==> src/rtl/mtr_ramp_if.sv <==
// rtl/mtr_ramp_if.sv - target/command bundle between the balance controller and the ramp sequencer
interface mtr_ramp_if;
    logic [11:0] lft_tgt;
    logic [11:0] rght_tgt;
    logic [10:0] lft_spd;
    logic        lft_rev;
    logic [10:0] rght_spd;
    logic        rght_rev;
    logic        lft_busy;
    logic        rght_busy;

    modport master (
        output lft_tgt, rght_tgt,
        input  lft_spd, lft_rev, rght_spd, rght_rev, lft_busy, rght_busy
    );

    modport slave (
        input  lft_tgt, rght_tgt,
        output lft_spd, lft_rev, rght_spd, rght_rev, lft_busy, rght_busy
    );
endinterface

==> src/rtl/mtr_ramp_seq.sv <==
// rtl/mtr_ramp_seq.sv - per-side slew-limited motor command sequencer with dead-time reversal
module mtr_ramp_seq #(
    parameter int STEP       = 16,
    parameter int DEAD_TICKS = 4,
    parameter int PER_BITS   = 11
) (
    input  logic         clk,
    input  logic         rst_n,
    input  logic         en,
    input  logic         flt,
    mtr_ramp_if.slave    cmd
);
    typedef enum logic [1:0] {RUN, DECEL, DEAD} state_t;

    localparam int              DW      = $clog2(DEAD_TICKS + 1);
    localparam logic [10:0]     STEP_M  = 11'(STEP);
    localparam logic [DW-1:0]   DEAD_LD = DW'(DEAD_TICKS);

    logic [PER_BITS-1:0] per_cnt;
    logic                tick;
    logic                force_zero;

    // Index 0 is the left side, index 1 the right side.
    state_t      state_q [2];
    state_t      state_d [2];
    logic [10:0] mag_q   [2];
    logic [10:0] mag_d   [2];
    logic        dir_q   [2];
    logic        dir_d   [2];
    logic [DW-1:0] dcnt_q [2];
    logic [DW-1:0] dcnt_d [2];
    logic [11:0] tgt     [2];
    logic [10:0] tmag    [2];
    logic        tdir    [2];

    assign tick       = &per_cnt;
    assign force_zero = !en || flt;
    assign tgt[0]     = cmd.lft_tgt;
    assign tgt[1]     = cmd.rght_tgt;

    // A zero target adopts the current direction so it only ramps down.
    always_comb begin
        for (int s = 0; s < 2; s++) begin
            tdir[s] = tgt[s][11];
            tmag[s] = tgt[s][10:0];
            if (tgt[s] == 12'h800)
                tmag[s] = 11'h7FF;
            else if (tgt[s][11])
                tmag[s] = 11'(12'(-tgt[s]));
            if (tmag[s] == 11'd0)
                tdir[s] = dir_q[s];
        end
    end

    always_comb begin
        for (int s = 0; s < 2; s++) begin
            state_d[s] = state_q[s];
            mag_d[s]   = mag_q[s];
            dir_d[s]   = dir_q[s];
            dcnt_d[s]  = dcnt_q[s];
            if (force_zero) begin
                mag_d[s]   = 11'd0;
                state_d[s] = DEAD;
                dcnt_d[s]  = DEAD_LD;
            end else if (tick) begin
                case (state_q[s])
                    RUN, DECEL: begin
                        if (tdir[s] == dir_q[s]) begin
                            state_d[s] = RUN;
                            if (mag_q[s] < tmag[s])
                                mag_d[s] = (tmag[s] - mag_q[s] > STEP_M) ? mag_q[s] + STEP_M : tmag[s];
                            else
                                mag_d[s] = (mag_q[s] - tmag[s] > STEP_M) ? mag_q[s] - STEP_M : tmag[s];
                        end else if (mag_q[s] <= STEP_M) begin
                            mag_d[s]   = 11'd0;
                            state_d[s] = DEAD;
                            dcnt_d[s]  = DEAD_LD;
                        end else begin
                            mag_d[s]   = mag_q[s] - STEP_M;
                            state_d[s] = DECEL;
                        end
                    end
                    DEAD: begin
                        mag_d[s] = 11'd0;
                        if (dcnt_q[s] <= DW'(1)) begin
                            dcnt_d[s]  = '0;
                            dir_d[s]   = tdir[s];
                            state_d[s] = RUN;
                        end else begin
                            dcnt_d[s] = dcnt_q[s] - DW'(1);
                        end
                    end
                    default: state_d[s] = RUN;
                endcase
            end
        end
    end

    always_ff @(posedge clk or negedge rst_n) begin
        if (!rst_n) begin
            per_cnt <= '0;
            for (int s = 0; s < 2; s++) begin
                state_q[s] <= RUN;
                mag_q[s]   <= 11'd0;
                dir_q[s]   <= 1'b0;
                dcnt_q[s]  <= '0;
            end
        end else begin
            per_cnt <= per_cnt + 1'b1;
            for (int s = 0; s < 2; s++) begin
                state_q[s] <= state_d[s];
                mag_q[s]   <= mag_d[s];
                dir_q[s]   <= dir_d[s];
                dcnt_q[s]  <= dcnt_d[s];
            end
        end
    end

    assign cmd.lft_spd   = mag_q[0];
    assign cmd.lft_rev   = dir_q[0];
    assign cmd.rght_spd  = mag_q[1];
    assign cmd.rght_rev  = dir_q[1];
    assign cmd.lft_busy  = (state_q[0] != RUN) || (mag_q[0] != tmag[0]);
    assign cmd.rght_busy = (state_q[1] != RUN) || (mag_q[1] != tmag[1]);
endmodule

==> src/flat_wrapper.sv <==
// flat-port wrapper written by rule: the top's interface ports become plain ports
module mtr_ramp_seq_flat 
#(
    parameter int STEP       = 16,
    parameter int DEAD_TICKS = 4,
    parameter int PER_BITS   = 11
)
  (clk, rst_n, en, flt, cmd_lft_tgt, cmd_rght_tgt, cmd_lft_spd, cmd_lft_rev, cmd_rght_spd, cmd_rght_rev, cmd_lft_busy, cmd_rght_busy);
  mtr_ramp_if cmd_i ();
  input  logic clk;
  input  logic rst_n;
  input  logic en;
  input  logic flt;
  input wire logic [$bits(cmd_i.lft_tgt)-1:0] cmd_lft_tgt;
  input wire logic [$bits(cmd_i.rght_tgt)-1:0] cmd_rght_tgt;
  output wire logic [$bits(cmd_i.lft_spd)-1:0] cmd_lft_spd;
  output wire logic [$bits(cmd_i.lft_rev)-1:0] cmd_lft_rev;
  output wire logic [$bits(cmd_i.rght_spd)-1:0] cmd_rght_spd;
  output wire logic [$bits(cmd_i.rght_rev)-1:0] cmd_rght_rev;
  output wire logic [$bits(cmd_i.lft_busy)-1:0] cmd_lft_busy;
  output wire logic [$bits(cmd_i.rght_busy)-1:0] cmd_rght_busy;
  assign cmd_i.lft_tgt = cmd_lft_tgt;
  assign cmd_i.rght_tgt = cmd_rght_tgt;
  assign cmd_lft_spd = cmd_i.lft_spd;
  assign cmd_lft_rev = cmd_i.lft_rev;
  assign cmd_rght_spd = cmd_i.rght_spd;
  assign cmd_rght_rev = cmd_i.rght_rev;
  assign cmd_lft_busy = cmd_i.lft_busy;
  assign cmd_rght_busy = cmd_i.rght_busy;
  mtr_ramp_seq #(.STEP(STEP), .DEAD_TICKS(DEAD_TICKS), .PER_BITS(PER_BITS)) u_core (.clk(clk), .rst_n(rst_n), .en(en), .flt(flt), .cmd(cmd_i));
endmodule
==> config.mk <==
export PLATFORM = sky130hd
export DESIGN_NAME = mtr_ramp_seq_flat
export DESIGN_NICKNAME = d
export VERILOG_FILES = /design/src/rtl/mtr_ramp_if.sv /design/src/rtl/mtr_ramp_seq.sv /design/src/flat_wrapper.sv
export SDC_FILE = /design/constraint.sdc
export NUM_CORES = 1
export LEC_CHECK = 0
export ABC_AREA = 1
export CAP_MARGIN = 25
export CORE_MARGIN = 2
export CORE_UTILIZATION = 65
export CTS_CLUSTER_SIZE = 10
export DETAILED_ROUTE_END_ITERATION = 6
export PLACE_DENSITY = 0.93
export SLEW_MARGIN = 20
export SYNTH_ARGS = -nofsm -noshare
export SYNTH_HDL_FRONTEND = slang
export SYNTH_SLANG_ARGS = --single-unit
export TNS_END_PERCENT = 5
==> constraint.sdc <==
create_clock -name clk -period 4.8 [get_ports clk]
set_input_delay 0.72 -clock clk [delete_from_list [all_inputs] [get_ports clk]]
set_output_delay 0.72 -clock clk [all_outputs]
set_load 0.05 [all_outputs]
# Word level (Yosys, flattened, before mapping)
# Cells that the tools add are included.
# word_totals
regBits,45
input_bits,28
output_inout_bits,26
word_cells,119
# op_classes
n_addsub,13
magnitude_cmp,10
eq_ne,16
mux,46
bitwise,1
n_reduce_logical,24
# ops
op,count
two-way mux 11 bit,18
> comparator 11 x 5 -> 1 bit (second input constant),4
case mux 11 bit (2 select lines),2
subtractor 11 bit,4
two-way mux 3 bit,10
AND reduction 14 bit,2
== test 12 bit (second input constant),2
adder 11 x 5 -> 11 bit (second input constant),2
<= comparator 11 x 5 -> 1 bit (second input constant),2
logical NOT 11 bit,2
less-than comparator 11 bit,2
!= test 11 bit,2
negation 11 bit,2
subtractor 11 x 5 -> 11 bit (second input constant),2
two-way mux 2 bit,10
!= test 3 x 1 -> 1 bit (second input constant),4
case mux 3 bit (2 select lines),2
adder 11 x 1 -> 11 bit (second input constant),1
AND reduction 11 bit,1
case mux 2 bit (2 select lines),2
AND reduction 2 bit,4
AND reduction 4 bit,2
<= comparator 3 x 1 -> 1 bit (second input constant),2
!= test 3 x 2 -> 1 bit (second input constant),2
other kinds (12),24

# Depth between registers and ports, before layout
# Gate-level depths: netlist of the first run.
# depth
ltp_word,11
mapped_depth,30
ltp_nobuf,29

# Least setup slack after synthesis of the first run
# Ideal clock, no wire load.
# synth_timing
path_type,input to register
from,in cmd_lft_tgt[0]
to,"reg u_core.mag_q, in the netlist u_core.cmd.lft_spd[1]"
setup_ns,0.120
arrival_time_ns,3.400
t_required_ns,4.680
slack_ns,1.280
cell_stages,24
n_path_buf,1
cell_sequence,inv_1 > ha_1 > nand2_4 > nor2_4 > nand2_4 > buf_6 > inv_1 > nor2_1 > inv_1 > ha_1 > a21oi_2 > inv_1 > a21oi_1 > nand2_1 > nor2_1 > o21ai_0 > nor2_2 > nand3_2 > nand2_4 > nand2_2 > nand2_1 > nand3_2 > nand2_1 > nand2_1
# synth_between
elab_chain_cells,11
# synth_rtl
item,line,text
start: declaration,flat_wrapper.sv:14,input wire logic [$bits(cmd_i.lft_tgt)-1:0] cmd_lft_tgt;
negation 11 bit,mtr_ramp_seq.sv:49,tmag[s] = 11'(12'(-tgt[s]));
two-way mux 11 bit,mtr_ramp_seq.sv:48,else if (tgt[s][11])
two-way mux 11 bit (*),mtr_ramp_seq.sv:46,if (tgt[s] == 12'h800)
subtractor 11 bit (on tied branches),"mtr_ramp_seq.sv:73, mtr_ramp_seq.sv:71",
> comparator 11 x 5 -> 1 bit (on tied branches),"mtr_ramp_seq.sv:73, mtr_ramp_seq.sv:71",
two-way mux 11 bit (on tied branches),"mtr_ramp_seq.sv:73, mtr_ramp_seq.sv:71",
two-way mux 11 bit,mtr_ramp_seq.sv:70,if (mag_q[s] < tmag[s])
two-way mux 11 bit (*),mtr_ramp_seq.sv:68,if (tdir[s] == dir_q[s]) begin
case mux 11 bit (2 select lines) (*),mtr_ramp_seq.sv:66,case (state_q[s])
two-way mux 11 bit (*),mtr_ramp_seq.sv:65,end else if (tick) begin
two-way mux 11 bit (*),mtr_ramp_seq.sv:61,if (force_zero) begin
end signal: indexed assignment,mtr_ramp_seq.sv:112,mag_q[s] <= mag_d[s];
end: declaration,mtr_ramp_seq.sv:26,logic [10:0] mag_q [2];
# Every way passes the cells marked *; elsewhere a longest branch is shown, timed or not. The select of a mux whose other input is x is not followed.
# A chain may end at the register's enable or synchronous reset.

# Final worst setup path of the first run
# layout_timing
from,in cmd_lft_tgt[0]
to,out cmd_lft_busy
# layout_between
elab_chain_cells,5
# layout_rtl
item,line,text
negation 11 bit,mtr_ramp_seq.sv:49,
two-way mux 11 bit,mtr_ramp_seq.sv:48,
two-way mux 11 bit (*),mtr_ramp_seq.sv:46,
!= test 11 bit (*),mtr_ramp_seq.sv:123,assign cmd.lft_busy = (state_q[0] != RUN) || (mag_q[0] != tmag[0]);
logical OR 1 bit (*),mtr_ramp_seq.sv:123,
end: declaration,flat_wrapper.sv:20,output wire logic [$bits(cmd_i.lft_busy)-1:0] cmd_lft_busy;
# Every way passes the cells marked *; elsewhere a longest branch is shown, timed or not.

==> results summary, run 1 <==
The number of warnings reported in the yosys synthesis log is 0. For this run, the leading register cell type out of synthesis is sky130_fd_sc_hd__dfrtp_1. The horizontal die dimension is 104.4 um.

The final RePlAce weighted congestion is 1.030. In this run the static leakage power is 4.034 nW. The initial antenna violation count came to 0. Net switching is 40.18% of the power. The routed wire length came out at 17,240 um. The number of buffers added by the clock tree synthesis step is 5. In this run, synthesis produced a sequential element count of 45.

The proportion of synthesized chip area in sequential cells came out at 17.20%. The minimum clock period is 4.506 ns. The data arrival time of the worst path is 3.79 ns.

The clock passes through at most 2 buffers. The startpoint type of the worst setup path is a primary input. The setup skew after layout is 0.01175 ns. In this run, the combinational gates consume 41.2% of the power.

Ranked by total cell area, the synthesized netlist is headed by sky130_fd_sc_hd__nand2_1 19%, sky130_fd_sc_hd__dfrtp_1 17%, sky130_fd_sc_hd__ha_1 9.9%. The number of global-route vias before repair came out at 6,353. The signal on the critical path passes through clkdlybuf4s50_1, inv_1, ha_1, nand2_4, nor2_4, inv_2, nand3_2, nand2_2, nor2_4, inv_1, ha_1, nand2_1, nor2_2, nand3_1, clkdlybuf4s50_1. On the critical path, the stage with the largest delay is an instance of sky130_fd_sc_hd__clkdlybuf4s50_1.

The standard-cell row count is 36. Across the run, the number of max-cap violations was 0. The placed wire-length estimate after detailed placement is 14,140 um. The floorplan step defined a die boundary enclosing 10,890 um2. Cell internal power was estimated by the tool at 0.6382 mW.

The endpoint type of the worst setup path is an output port. The critical path is of the in2out type. The buffer count from post-CTS setup fixing is 0. Summing over every cut layer, the via total after detailed routing is 6,992.

The clock tree from TritonCTS is yes. The clock input transition at the sequential cells of the worst setup and hold paths is 0.08 ns. Setup total negative slack on the finished layout was measured at 0 ns. The filler-free cell count of the finished design is 1,268.

Measured along the y axis, the die boundary spans 104.4 um. The total routing resource utilization after global routing came out at 31.88%. The initial utilization of the core area, before any placement, comes to 66.97%. Of all nets on the critical path, the largest fanout is 7. The power after layout is 1.067 mW. The average footprint of a synthesized cell came out at 6.045 um2. The data required time of the critical path came out at 4.08 ns.

In the final design database the tool counted 1,216 nets. After clock tree synthesis, the repair step resized 0 gates. The flow ran to the end, and the final reports show no timing, DRC or antenna violations. The distinct cell type count after synthesis came out at 45. The top-level port count came out at 54. The floorplan core area is 9774 um2.

The number of enable-type register cells in the synthesized netlist came out at 0. The placed cell count is 1,260. The insertion delay to the later sink of the worst-skew pair is 0.30 ns.

Counting both buffers and inverters, the worst setup path holds a total of 5. The count of hold-fix buffers inserted at cts came out at 0. The H-tree level count came out at 2. The gate family responsible for the most delay along the worst path is buffers and inverters. The met3 track utilization from global routing is 5.702%.

The clock net in this run drives a total of 45 sinks. The largest net degree at the start of global routing is 46. The synthesized instance count came out at 1,083. The finished cells cover 7277 um2.

The antenna diode instance count came out at 0. The residual overflow from global routing came out at 0. The via density per instance is 5.514. VDD sags by at most 0.1958 mV.

The power per cell area is 146.6 nW/um2. The count of unresolved DRC violations after routing came out at 0. For this run, the slowest stage of the critical path takes 0.71 ns. Setup repair after global routing left no endpoint under its margin.

The final setup slack of the worst path came out at 0.2940 ns. The share of total power in sequential cells came out at 37.0%. The post-synth net total is 1,165. The worst hold path belongs to the class in2async. The routing usage on met2 is 49.16%. The count of nets left with antenna violations once routing finished came out at 0. The smallest hold slack came out at 0.4022 ns. The fraction of final layout cells with drive strength greater than 1 came out at 8.546%. The count of final hold-check violations was 0. Dividing the detail-routed wire length by the instance count gives 13.60 um. The final design utilization is 74.45%. Relative to the synthesized area, the layout overhead comes to 11.16%. The number of buffers inserted by port buffering is 53.

For the pin with the worst max-slew slack, the measured transition is 0.6637 ns. The share of the cycle needed by the critical path after routing is 93.87%. The net switching power came out at 0.4287 mW. The max-slew violation count was 0. The instance area at placement came out at 7187 um2.

The worst pin sits at a relative slew slack of 55.59%. The met1 capacity usage during global routing came out at 46.01%. The first-pass GRT wire length is 29,250 um. The share of synthesized flip-flops with an asynchronous set or reset came out at 100.0%.

The share of synthesized area in the top cell type comes to 19.44%. Clock tree synthesis selected as its root buffer the cell sky130_fd_sc_hd__clkbuf_8. After global routing, the most crowded layer is met2.

The portion of total power attributed to the clock network came out at 21.8%. Setup violations remaining at the end of the flow were counted as 0. The post-placement worst setup slack is 0.3275 ns. Derived from the worst setup path, the maximum achievable clock frequency is 0.2219 GHz. The largest total area in the synthesized netlist belongs to sky130_fd_sc_hd__nand2_1. The initial detailed-routing violation count is 613.

The cell area after technology mapping is 6546 um2. Before antenna repair, the detailed router went through 7 iterations.
-- power by group through the flow --
stage          Clock (mW)  Sequential [mW]  Combinational (mW)
2_1_floorplan           0            0.401               0.316
3_3_place_gp            0            0.402               0.421
3_5_place_dp            0            0.402               0.429
4_1_cts             0.238            0.394               0.431
5_1_grt             0.246            0.396               0.496
6_report            0.233            0.394               0.440
-- cell usage in the layout, fill, tap and decap left out, types with 33 or more instances in the layout --
cell / Yosys / layout
sky130_fd_sc_hd__a21oi_1: 36 / 36
sky130_fd_sc_hd__dfrtp_1: 45 / 45
sky130_fd_sc_hd__nand3_1: 114 / 114
sky130_fd_sc_hd__xor2_1: 35 / 35
sky130_fd_sc_hd__clkdlybuf4s50_1: 0 / 52
sky130_fd_sc_hd__nor2_1: 92 / 92
sky130_fd_sc_hd__inv_1: 163 / 163
sky130_fd_sc_hd__ha_1: 52 / 52
sky130_fd_sc_hd__nand2_1: 339 / 339
sky130_fd_sc_hd__nand4_1: 33 / 33
-- final cells by class --
cell class | instances | area, um2
Sequential cell | 45 | 1126
Clock inverter | 2 | 15.01
Tap cell | 133 | 166.4
Multi-Input combinational cell | 847 | 4663
Clock buffer | 6 | 72.57
Inverter | 176 | 660.6
Timing Repair Buffer | 59 | 573.1
Fill cell | 803 | 2497
-- layer usage --
| metal | up-vias | wire length, um |
|---|---|---|
| met5 | - | 0 |
| met4 | 0 | 318 |
| met3 | 29 | 1474 |
| met2 | 282 | 7531 |
| met1 | 3132 | 7915 |
| li1 | 3549 | - |
-- flip-flops by register name, indices dropped and copies added, names as in the netlist --
| register | cells |
|---|---|
| u_core.cmd.lft_spd | 11 |
| u_core.cmd.rght_spd | 11 |
| u_core.per_cnt | 11 |
| u_core.dcnt_q | 6 |
| u_core.state_q | 4 |
| u_core.cmd.lft_rev | 1 |
| u_core.cmd.rght_rev | 1 |
-- cell families after synthesis --
kind of cell / share of synthesized area (%)
AOI/OAI and AO/OA: 8.888
adders and majority gates: 10.55
xor gates and xnor gates: 5.218
and+or+nand+nor: 46.58
DFF: 17.20
buffers and inverters: 11.56
-- cell usage after synthesis (all sizes together) (5+ instances only) --
cell type,number
inv,175
nand4,33
clkbuf,6
a21oi,40
buf,9
o21bai,5
o21ai,37
nor2,111
nor3,18
dfrtp,45
nand2,359
nand3,131
nand3b,5
ha,52
xor2,35
-- worst reg2reg max path, cell delays in order (launching register included) --
cell                      delay (ns)
sky130_fd_sc_hd__dfrtp_1        0.48
sky130_fd_sc_hd__inv_1          0.15
sky130_fd_sc_hd__ha_1           0.49
sky130_fd_sc_hd__nand2_1        0.25
sky130_fd_sc_hd__nor2_1         0.23
sky130_fd_sc_hd__nand2_1        0.13
sky130_fd_sc_hd__nand2_1        0.08
sky130_fd_sc_hd__nand2_1        0.05
sky130_fd_sc_hd__nand2_1        0.08
sky130_fd_sc_hd__nand3_1        0.11
sky130_fd_sc_hd__nor2_4         0.18
sky130_fd_sc_hd__nand3_2        0.19
sky130_fd_sc_hd__nand2_4        0.14
sky130_fd_sc_hd__nand2_2        0.09
sky130_fd_sc_hd__nand2_1        0.09
sky130_fd_sc_hd__nand3_2        0.09
sky130_fd_sc_hd__nand2_1        0.09
sky130_fd_sc_hd__nand2_1        0.06
-- worst paths after layout --
check | from | end | slack (ns) | cells after the start
hold / removal | rst_n | u_core.cmd.lft_spd[5] | 0.40 | 1
setup / recovery | cmd_lft_tgt[0] | cmd_lft_busy | 0.29 | 15
max in group asynchronous | rst_n | u_core.cmd.lft_spd[7] | 4.01 | 1
setup reg to reg | u_core.cmd.lft_spd[5] | u_core.cmd.lft_spd[1] | 1.70 | 17
min in group clk | u_core.dcnt_q[4] | u_core.dcnt_q[4] | 0.49 | 2
hold reg to reg | u_core.dcnt_q[4] | u_core.dcnt_q[4] | 0.49 | 2
Power figures use the tool's default switching activity.
==> run 2: changes to the inputs <==
--- a/config.mk
+++ b/config.mk
@@ -8,10 +8,10 @@
 export ABC_AREA = 1
 export CAP_MARGIN = 25
 export CORE_MARGIN = 2
-export CORE_UTILIZATION = 65
+export CORE_UTILIZATION = 55
 export CTS_CLUSTER_SIZE = 10
 export DETAILED_ROUTE_END_ITERATION = 6
-export PLACE_DENSITY = 0.93
+export PLACE_DENSITY = 0.81
 export SLEW_MARGIN = 20
 export SYNTH_ARGS = -nofsm -noshare
 export SYNTH_HDL_FRONTEND = slang
==> run 2 against run 1 <==
Sequential share of layout area decreased by 0.23 points; highest routed layer unchanged; worst setup slack better by 0.015 ns; first-iteration DRC count up 25%; the run now ends with design-rule violations left.
==> results summary, run 2 (synthesis gave the netlist of run 1 again) <==
The flow ran to the end, but the final reports show violations. The checks that failed: design-rule violations. The max-slew violation count is 0. The power after layout is 1.175 mW. The via density per instance is 5.365. The number of global-route vias before repair is 6,113. The number of max-capacitance violations reported came out at 0. The number of gates resized after CTS was 0. The tightest min-delay check is of the in2async type.

The final RePlAce weighted congestion is 0.9961. The mean routed wirelength per cell came out at 13.27 um. The leakage power of the design came out at 4.088 nW.

The commonest non-fill, non-tap cell in the layout is sky130_fd_sc_hd__nand2_1. The relative slew slack came out at 57.03%. Relative to the synthesized area, the layout overhead comes to 12.86%.

The net count of the finished layout is 1,222. The area used by multi-input combinational logic is 4663 um2. Once the clock tree was built, the setup fixing pass inserted 0 buffers. The number of buffers inserted by port buffering is 53.

The residual overflow from global routing is 0. In this run the power density over the cells is 159.0 nW/um2. The data arrival time of the worst path came out at 3.77 ns. The minimum clock period is 4.491 ns. The maximum vdd drop came out at 0.1917 mV. The first global-routing pass estimated 28,830 um of wire. The filler-free cell count of the finished design is 1,284.

The instance area at placement came out at 7242 um2. The final critical path takes up 93.57% of the cycle. The cell sitting at the root of the clock tree is a sky130_fd_sc_hd__clkbuf_16. The routed layout has 6,889 vias.

The initial utilization of the core area, before any placement, comes to 56.84%. The post-placement worst setup slack is 0.3251 ns. Once layout is complete, the utilization of the core stands at 64.16%. The worst setup path is of the in2out kind.

The placed wire-length estimate after detailed placement is 14,010 um. The initialized floorplan defines 39 standard-cell rows. The smallest hold slack is 0.4226 ns.

The repair_antennas step left the layout with diodes totalling 0. TritonCTS built the clock tree. The total routing resource utilization after global routing is 27.06%. The horizontal die dimension came out at 113.1 um. The data required time of the critical path is 4.08 ns.

In the final timing run, aggregate negative setup slack is 0 ns. The number of failing setup endpoints in the final timing report came out at 0. The number of nets still failing antenna checks after routing is 0. STA classifies the critical path startpoint as a primary input. Wires add up to 17,040 um. The number of fillers in the final layout is 1,107. The fraction of final layout cells with drive strength greater than 1 came out at 9.115%. The count of unresolved DRC violations after routing came out at 7.

The area of the die is 12,790 um2. For this design the top-level I/O count stands at 54. The worst setup path is captured at an output port. The library cells used most frequently in the layout, excluding fill and tap cells, are 339 x sky130_fd_sc_hd__nand2_1, 163 x sky130_fd_sc_hd__inv_1, 114 x sky130_fd_sc_hd__nand3_1, 92 x sky130_fd_sc_hd__nor2_1, 52 x sky130_fd_sc_hd__ha_1. The achievable clock frequency is 0.2226 GHz.

The initial antenna violation count came out at 0. The setup skew after layout came out at 0.007897 ns. The clock sink count is 45. The cell count of the worst reg-to-reg path is 16.

The worst path meets setup with 0.3085 ns of slack. The biggest fanout along the worst timing path is 13. The count of hold-fix buffers inserted at cts is 0.

The sequential cells in the finished layout cover a total of 1126 um2. After global routing, the most crowded layer is met1. The count of final hold-check violations came to 0. The placed cell count came out at 1,276. The detailed-routing iteration count for the pre-antenna-repair pass is 7.

The routing usage on met2 came out at 40.80%. The maximum buffer depth of the clock tree is 2. The post-route cell area is 7388 um2. Setup repair after global routing left no endpoint under its margin. The insertion delay to the later sink of the worst-skew pair came out at 0.28 ns. The H-tree level count is 2. The number of buffers added by the clock tree synthesis step came out at 5. The core region is 11,520 um2. The initial detailed-routing violation count is 768. The die is 113.1 um tall.

The largest net degree at the start of global routing is 46. Clock-pin slew was measured on the worst setup and hold paths at 0.06 ns. The met1 capacity usage during global routing is 42.03%.

The met3 track utilization from global routing came out at 2.892%. The transition at the pin with the smallest max-transition slack is 0.6421 ns.
-- run 2: worst max-delay path, stage by stage --
cell                              delay (ns)
sky130_fd_sc_hd__clkdlybuf4s50_1        0.48
sky130_fd_sc_hd__inv_1                  0.10
sky130_fd_sc_hd__ha_1                   0.25
sky130_fd_sc_hd__nand2_2                0.10
sky130_fd_sc_hd__nor2_1                 0.06
sky130_fd_sc_hd__nand2_2                0.20
sky130_fd_sc_hd__nand3_1                0.24
sky130_fd_sc_hd__ha_1                   0.49
sky130_fd_sc_hd__nand2_2                0.12
sky130_fd_sc_hd__nor2_2                 0.18
sky130_fd_sc_hd__nand3_1                0.11
sky130_fd_sc_hd__clkdlybuf4s50_1        0.72
-- run 2: final cells by class --
cell class	count	area share, %
multi-input combinational	847	63.12
sequential	45	15.24
inverter	176	8.942
timing repair buffer	65	8.332
tap	143	2.422
clock buffer	6	1.744
clock inverter	2	0.2032
-- run 2: final timing paths --
kind,from,to,slack (ns)
min in group clk,u_core.dcnt_q[4],u_core.dcnt_q[4],0.48
max,cmd_rght_tgt[0],cmd_rght_busy,0.31
min reg2reg,u_core.dcnt_q[4],u_core.dcnt_q[4],0.48
max in group asynchronous,rst_n,u_core.cmd.rght_rev,3.96
min,rst_n,u_core.cmd.lft_spd[1],0.42
max reg2reg,u_core.cmd.lft_spd[4],u_core.cmd.lft_spd[0],1.71
-- run 2: layer usage --
layer  vias up  routed length (um)
met5         -                   0
met4         0                 129
met3        12                1190
met2       224                7278
met1      3089                8442
li1       3564                   -
-- run 2: report_power, final --
part | switching, mW | internal [mW] | leakage, nW
Sequential | 0.00761 | 0.387 | 0.594
Combinational | 0.291 | 0.152 | 3.43
Clock | 0.144 | 0.193 | 0.0631
Total | 0.442 | 0.733 | 4.09
